<file path="src/rtl/shift_pkg.sv">
// Shared definitions for the shift operand stage.
//   - R-type opcode and shift funct codes
//   - shift-function encodings driven onto the shift unit's sf input
//   - entry_t: one decoded, operand-resolved FIFO entry
package shift_pkg;

  localparam logic [5:0] OPCODE_RTYPE = 6'b000000;

  localparam logic [5:0] FUNCT_SLL  = 6'b000000;
  localparam logic [5:0] FUNCT_SRL  = 6'b000010;
  localparam logic [5:0] FUNCT_SRA  = 6'b000011;
  localparam logic [5:0] FUNCT_SLLV = 6'b000100;
  localparam logic [5:0] FUNCT_SRLV = 6'b000110;
  localparam logic [5:0] FUNCT_SRAV = 6'b000111;

  localparam logic [1:0] SF_SLL = 2'b00;
  localparam logic [1:0] SF_SRL = 2'b01;
  localparam logic [1:0] SF_SRA = 2'b11;

  typedef struct packed {
    logic [31:0] a;
    logic [4:0]  sdist;
    logic [1:0]  sf;
    logic [4:0]  dest;
    logic        is_shift;
  } entry_t;

endpackage

</file>
<file path="src/rtl/shift_decode.sv">
// Combinational shift-instruction decoder.
// Ports:
//   instr       in  32  instruction word
//   is_shift    out 1   R-type SLL/SRL/SRA/SLLV/SRLV/SRAV
//   is_variable out 1   distance comes from rs (SLLV/SRLV/SRAV)
//   sf          out 2   shift function encoding (00 for non-shifts)
module shift_decode
  import shift_pkg::*;
(
  input  logic [31:0] instr,
  output logic        is_shift,
  output logic        is_variable,
  output logic [1:0]  sf
);

  // Register fields and shamt are resolved by the parent stage.
  logic w_unused_fields;
  assign w_unused_fields = ^instr[25:6];

  always_comb begin
    is_shift    = 1'b0;
    is_variable = 1'b0;
    sf          = SF_SLL;
    if (instr[31:26] == OPCODE_RTYPE) begin
      case (instr[5:0])
        FUNCT_SLL:  begin is_shift = 1'b1; sf = SF_SLL; end
        FUNCT_SRL:  begin is_shift = 1'b1; sf = SF_SRL; end
        FUNCT_SRA:  begin is_shift = 1'b1; sf = SF_SRA; end
        FUNCT_SLLV: begin is_shift = 1'b1; is_variable = 1'b1; sf = SF_SLL; end
        FUNCT_SRLV: begin is_shift = 1'b1; is_variable = 1'b1; sf = SF_SRL; end
        FUNCT_SRAV: begin is_shift = 1'b1; is_variable = 1'b1; sf = SF_SRA; end
        default:    begin is_shift = 1'b0; end
      endcase
    end
  end

endmodule

</file>
<file path="src/rtl/shift_operand_stage.sv">
// Operand stage feeding the shift unit: decodes shift instructions,
// resolves rs/rt operands with forwarding, and buffers entries in a FIFO.
// Ports:
//   clk, reset                 clock, async active-high reset
//   in_valid/in_ready          upstream handshake (in_ready = not full)
//   instr, rs_val, rt_val      instruction and register-file operands
//   fwd_en, fwd_reg, fwd_data  forwarding source from a later stage
//   flush                      drop all entries and same-cycle input
//   out_valid/out_ready        downstream handshake on the FIFO head
//   a, sdist, sf               shift unit operands
//   dest, is_shift             writeback side-band
module shift_operand_stage
  import shift_pkg::*;
#(
  parameter int DEPTH = 2
)
(
  input  logic        clk,
  input  logic        reset,
  input  logic        in_valid,
  output logic        in_ready,
  input  logic [31:0] instr,
  input  logic [31:0] rs_val,
  input  logic [31:0] rt_val,
  input  logic        fwd_en,
  input  logic [4:0]  fwd_reg,
  input  logic [31:0] fwd_data,
  input  logic        flush,
  output logic        out_valid,
  input  logic        out_ready,
  output logic [31:0] a,
  output logic [4:0]  sdist,
  output logic [1:0]  sf,
  output logic [4:0]  dest,
  output logic        is_shift
);

  localparam int PW = (DEPTH > 1) ? $clog2(DEPTH) : 1;
  localparam logic [PW:0] FULL = (PW+1)'(DEPTH);

  // Register 0 always reads zero, so a forward tagged 0 can never match.
  function automatic logic [31:0] sel_operand(input logic [4:0]  field,
                                              input logic [31:0] rf_val,
                                              input logic        f_en,
                                              input logic [4:0]  f_reg,
                                              input logic [31:0] f_data);
    if (field == 5'd0)
      return 32'd0;
    else if (f_en && (f_reg == field))
      return f_data;
    return rf_val;
  endfunction

  logic        w_is_shift;
  logic        w_is_var;
  logic [1:0]  w_sf;
  logic [31:0] w_rs_op;
  logic [31:0] w_rt_op;
  logic        w_unused_rs_hi;
  entry_t      w_entry;
  entry_t      w_head;
  logic        w_push;
  logic        w_pop;

  entry_t          r_mem [DEPTH];
  logic [PW-1:0]   r_wr_ptr;
  logic [PW-1:0]   r_rd_ptr;
  logic [PW:0]     r_count;

  shift_decode u_decode (
    .instr       (instr),
    .is_shift    (w_is_shift),
    .is_variable (w_is_var),
    .sf          (w_sf)
  );

  assign w_rs_op = sel_operand(instr[25:21], rs_val, fwd_en, fwd_reg, fwd_data);
  assign w_rt_op = sel_operand(instr[20:16], rt_val, fwd_en, fwd_reg, fwd_data);
  // Only rs_op[4:0] matters as a shift distance.
  assign w_unused_rs_hi = ^w_rs_op[31:5];

  // Capture stage: build the entry; non-shifts keep only dest for ordering.
  always_comb begin
    w_entry      = '0;
    w_entry.dest = instr[15:11];
    if (w_is_shift) begin
      w_entry.a        = w_rt_op;
      w_entry.sdist    = w_is_var ? w_rs_op[4:0] : instr[10:6];
      w_entry.sf       = w_sf;
      w_entry.is_shift = 1'b1;
    end
  end

  assign in_ready  = (r_count != FULL);
  assign out_valid = (r_count != '0);
  assign w_push    = in_valid && in_ready;
  assign w_pop     = out_valid && out_ready;

  // FIFO stage
  always_ff @(posedge clk or posedge reset) begin
    if (reset) begin
      r_count  <= '0;
      r_wr_ptr <= '0;
      r_rd_ptr <= '0;
      for (int i = 0; i < DEPTH; i++) r_mem[i] <= '0;
    end else if (flush) begin
      r_count  <= '0;
      r_wr_ptr <= '0;
      r_rd_ptr <= '0;
    end else begin
      if (w_push) begin
        r_mem[r_wr_ptr] <= w_entry;
        r_wr_ptr        <= r_wr_ptr + PW'(1);
      end
      if (w_pop) r_rd_ptr <= r_rd_ptr + PW'(1);
      case ({w_push, w_pop})
        2'b10:   r_count <= r_count + (PW+1)'(1);
        2'b01:   r_count <= r_count - (PW+1)'(1);
        default: r_count <= r_count;
      endcase
    end
  end

  // Stale storage after a flush must not leak onto the outputs.
  assign w_head   = out_valid ? r_mem[r_rd_ptr] : '0;
  assign a        = w_head.a;
  assign sdist    = w_head.sdist;
  assign sf       = w_head.sf;
  assign dest     = w_head.dest;
  assign is_shift = w_head.is_shift;

endmodule

</file>
<file path="config.mk">
export PLATFORM = sky130hd
export DESIGN_NAME = shift_operand_stage
export DESIGN_NICKNAME = d
export VERILOG_FILES = /design/src/rtl/shift_pkg.sv /design/src/rtl/shift_decode.sv /design/src/rtl/shift_operand_stage.sv
export SDC_FILE = /design/constraint.sdc
export NUM_CORES = 1
export LEC_CHECK = 0
export CAP_MARGIN = 5
export CORE_MARGIN = 1
export CORE_UTILIZATION = 30
export DETAILED_ROUTE_END_ITERATION = 6
export PLACE_DENSITY_LB_ADDON = 0.2
export SETUP_SLACK_MARGIN = 0.2
export SLEW_MARGIN = 5
export SYNTH_ARGS = -nofsm -noshare
export SYNTH_HDL_FRONTEND = slang
export SYNTH_SLANG_ARGS = --single-unit
export TNS_END_PERCENT = 50
</file>
<file path="constraint.sdc">
create_clock -name clk -period 3.1 [get_ports clk]
set_clock_uncertainty 0.05 [all_clocks]
set_input_delay 0.62 -clock clk [delete_from_list [all_inputs] [get_ports clk]]
set_output_delay 0.62 -clock clk [all_outputs]
set_load 0.02 [all_outputs]
</file>
==> reports/results.ini <==
[floorplanning]
num_rows=46
die_w_um=129
die_area_um2=16600
io_pins=186
design.core.area_um2=15800
start_util_pct=30.6
die_y_um=129

[synthesis]
seq_area_frac_synth_pct=48.7
synth.distinct_cells=40
async_reset_ff_share_pct=100
ys.flop_type=dfrtp_1
synth_nets=648
synth_edf_count=0
synth.avg_cell_area_um2=9.48
synth_cells=509
synth.cell_area_um2=4830
ys_ff_latch=94
ys.warnings.count=0

[clock_network]
clk_pin_slew_ps=60
cts_hold_buf=0
post-cts-setup-buffers=0
cts_tree=done
clkLatencyLatePin_ps=340
clkSinkCount=94
clockBufferDepth=2
cts-root-buf=clkbuf_16
cts_buffers=9
ctsHtreeMaxLevel=3
cts_resized=0

[sta]
finalSetupViolCount=0
final_hold_viol_count=0
worst_pin_slew_ps=562
rsz0062_at_grt=false
tns_ps=0
final.min_clock_period_ps=2760
final-max-slew-violation-count=0
final.period_utilization_pct=89.2
relSlewSlack_pct=62.6
fmax_mhz=362

[final_layout]
syn_to_final_growth_pct=45.0
drive_above_1_share_pct=6.47
stdcell_count=881
n_antenna_cell=0
nNetsFinal=800

[setup_path]
worstPathCellList=buf_12, mux2i_1, nor2_1, clkdlybuf4s50_1
path_buf_inv=2
critPathRequiredTime_ps=2430
worst_ep_arrival_time_ps=2090
slowest_delay_ps=650
crit_path_start=r_rd_ptr$_DFFE_PP0P_
crit_type=reg2out
cp_max_fo=15
worst_setup_path_end_kind=output pin
critPathTopFamily=buffers and inverters
worstReg2RegStart=r_count[0]$_DFFE_PP0P_
critPathSlowestCell=clkdlybuf4s50_1
cp-start-kind=flip-flop

[global_routing]
grt_max_degree=95
overflow=0
grt_use_total_pct=16.7
grt_pass1_vias=4325
antenna_found_initial=0
grt_pass1_wl_um=21500

[drt]
drtIter0Drc=132
drt-pass1-iter-count=4
wl_per_cell_um=15.0
wl_um=13300
viasPerCell=4.71
vias=4150
drcViolationCount=0
drtAntennaViolNets=0

[place]
gp_congestion=0.783
place_inst=866
dp_hpwl_um=9220
portBuffers=158

[power_and_ir_drop]
p_per_area_nw_per_um2=416
leakage_nw=2.76
ir_drop_v=0.000299

[worst_hold_path]
hold_start=r_mem[45]$_DFFE_PP0P_
hp-class=reg2reg

[run_status]
status=finished, final reports clean

[run]
drv_cap=0

==> metal layers <==
| layer | global-route usage, % | share of wire, % |
|---|---|---|
| met1 | 20.8 | 45 |
| met2 | 29.1 | 48 |
| met3 | 2.62 | 5.3 |
| met4 | 6.23 | 1.9 |
| met5 | 0 | 0 |
==> area by class of cell <==
cell class | count | area, µm²
clock buffer | 9 | 225
clock inverter | 6 | 87.6
fill | 1555 | 8770
inverter | 3 | 15.0
multi-input combinational | 381 | 2290
sequential | 94 | 2360
tap | 216 | 270
timing repair buffer | 172 | 1750
==> stage by stage <==
stage	worst slack (ps)	util [%]	hold WS (ps)	cell area (µm²)	total power, mW
after CTS	287	44.4	428	7000	2.94
after global placement	388	42.4	407	6680	1.76
after detailed placement	370	42.4	412	6680	1.78
after floorplan	1200	-	395	4830	1.52
final	335	44.4	427	7000	2.91
after global routing	228	44.4	452	7000	3.03
==> flip-flops by register name, summed over array words and instances, names as in the netlist <==
| signal | count |
|---|---|
| r_count | 2 |
| r_mem | 90 |
| r_wr_ptr | 1 |
| r_rd_ptr | 1 |
==> final timing paths <==
check | cells past startpoint | slack [ps] | to
max in group asynchronous | 3 | 1880 | r_mem[22]$_DFFE_PP0P_
worst min register to register | 1 | 430 | r_mem[45]$_DFFE_PP0P_
worst max-delay path | 4 | 340 | is_shift
min in group asynchronous | 3 | 730 | r_mem[37]$_DFFE_PP0P_
worst min-delay path | 1 | 430 | r_mem[45]$_DFFE_PP0P_
worst max register to register | 6 | 1120 | r_mem[20]$_DFFE_PP0P_
==> report_power, final <==
part           total, mW  leakage (nW)  switching (mW)  internal (mW)
logic              0.448          1.32           0.214          0.234
registers           1.30          1.29          0.0308           1.27
clock network       1.16         0.144           0.464          0.700
total               2.91          2.76           0.709           2.20
==> cell families after synthesis <==
logic type | count (synthesis) | share of synthesized area [%]
AO/OA/AOI/OAI | 92 | 10.5
buffers and inverters | 34 | 4.25
XOR/XNOR | 12 | 2.18
flip-flops | 94 | 48.7
multiplexers | 82 | 17.0
AND/OR/NAND/NOR | 195 | 17.3
==> synth_stat cells (all sizes together) (5+ instances only) <==
cell type | instances | area share, %
clkbuf | 16 | 1.4
o211ai | 5 | 0.78
nand2 | 112 | 8.8
nor2 | 56 | 4.5
buf | 15 | 2.6
a31oi | 6 | 0.78
dfrtp | 94 | 49
mux2i | 82 | 17
and2 | 5 | 0.65
o21ai | 73 | 7.6
nand3 | 6 | 0.62
xor2 | 10 | 1.8
==> cell usage in the layout, fill, tap and decap left out, types with 5 or more instances in the layout <==
cell / synthesis / layout
dfrtp_1: 94 / 93
nor2_1: 53 / 52
buf_12: 3 / 5
nand2_1: 111 / 111
a31oi_1: 6 / 6
clkbuf_16: 0 / 9
clkdlybuf4s50_1: 0 / 158
xor2_1: 10 / 10
o21ai_1: 63 / 63
o211ai_1: 5 / 5
mux2i_1: 82 / 82
buf_4: 0 / 9
o21ai_0: 10 / 10
nand3_1: 6 / 6
==> worst register-to-register path, delay by kind of cell, from the launching register on <==
| family | cells | cell delay, ps |
|---|---|---|
| compound gates | 1 | 220 |
| flops | 1 | 450 |
| buf+inv | 1 | 250 |
| simple gates | 4 | 930 |
No activity file was read; power rests on OpenSTA's default activity.
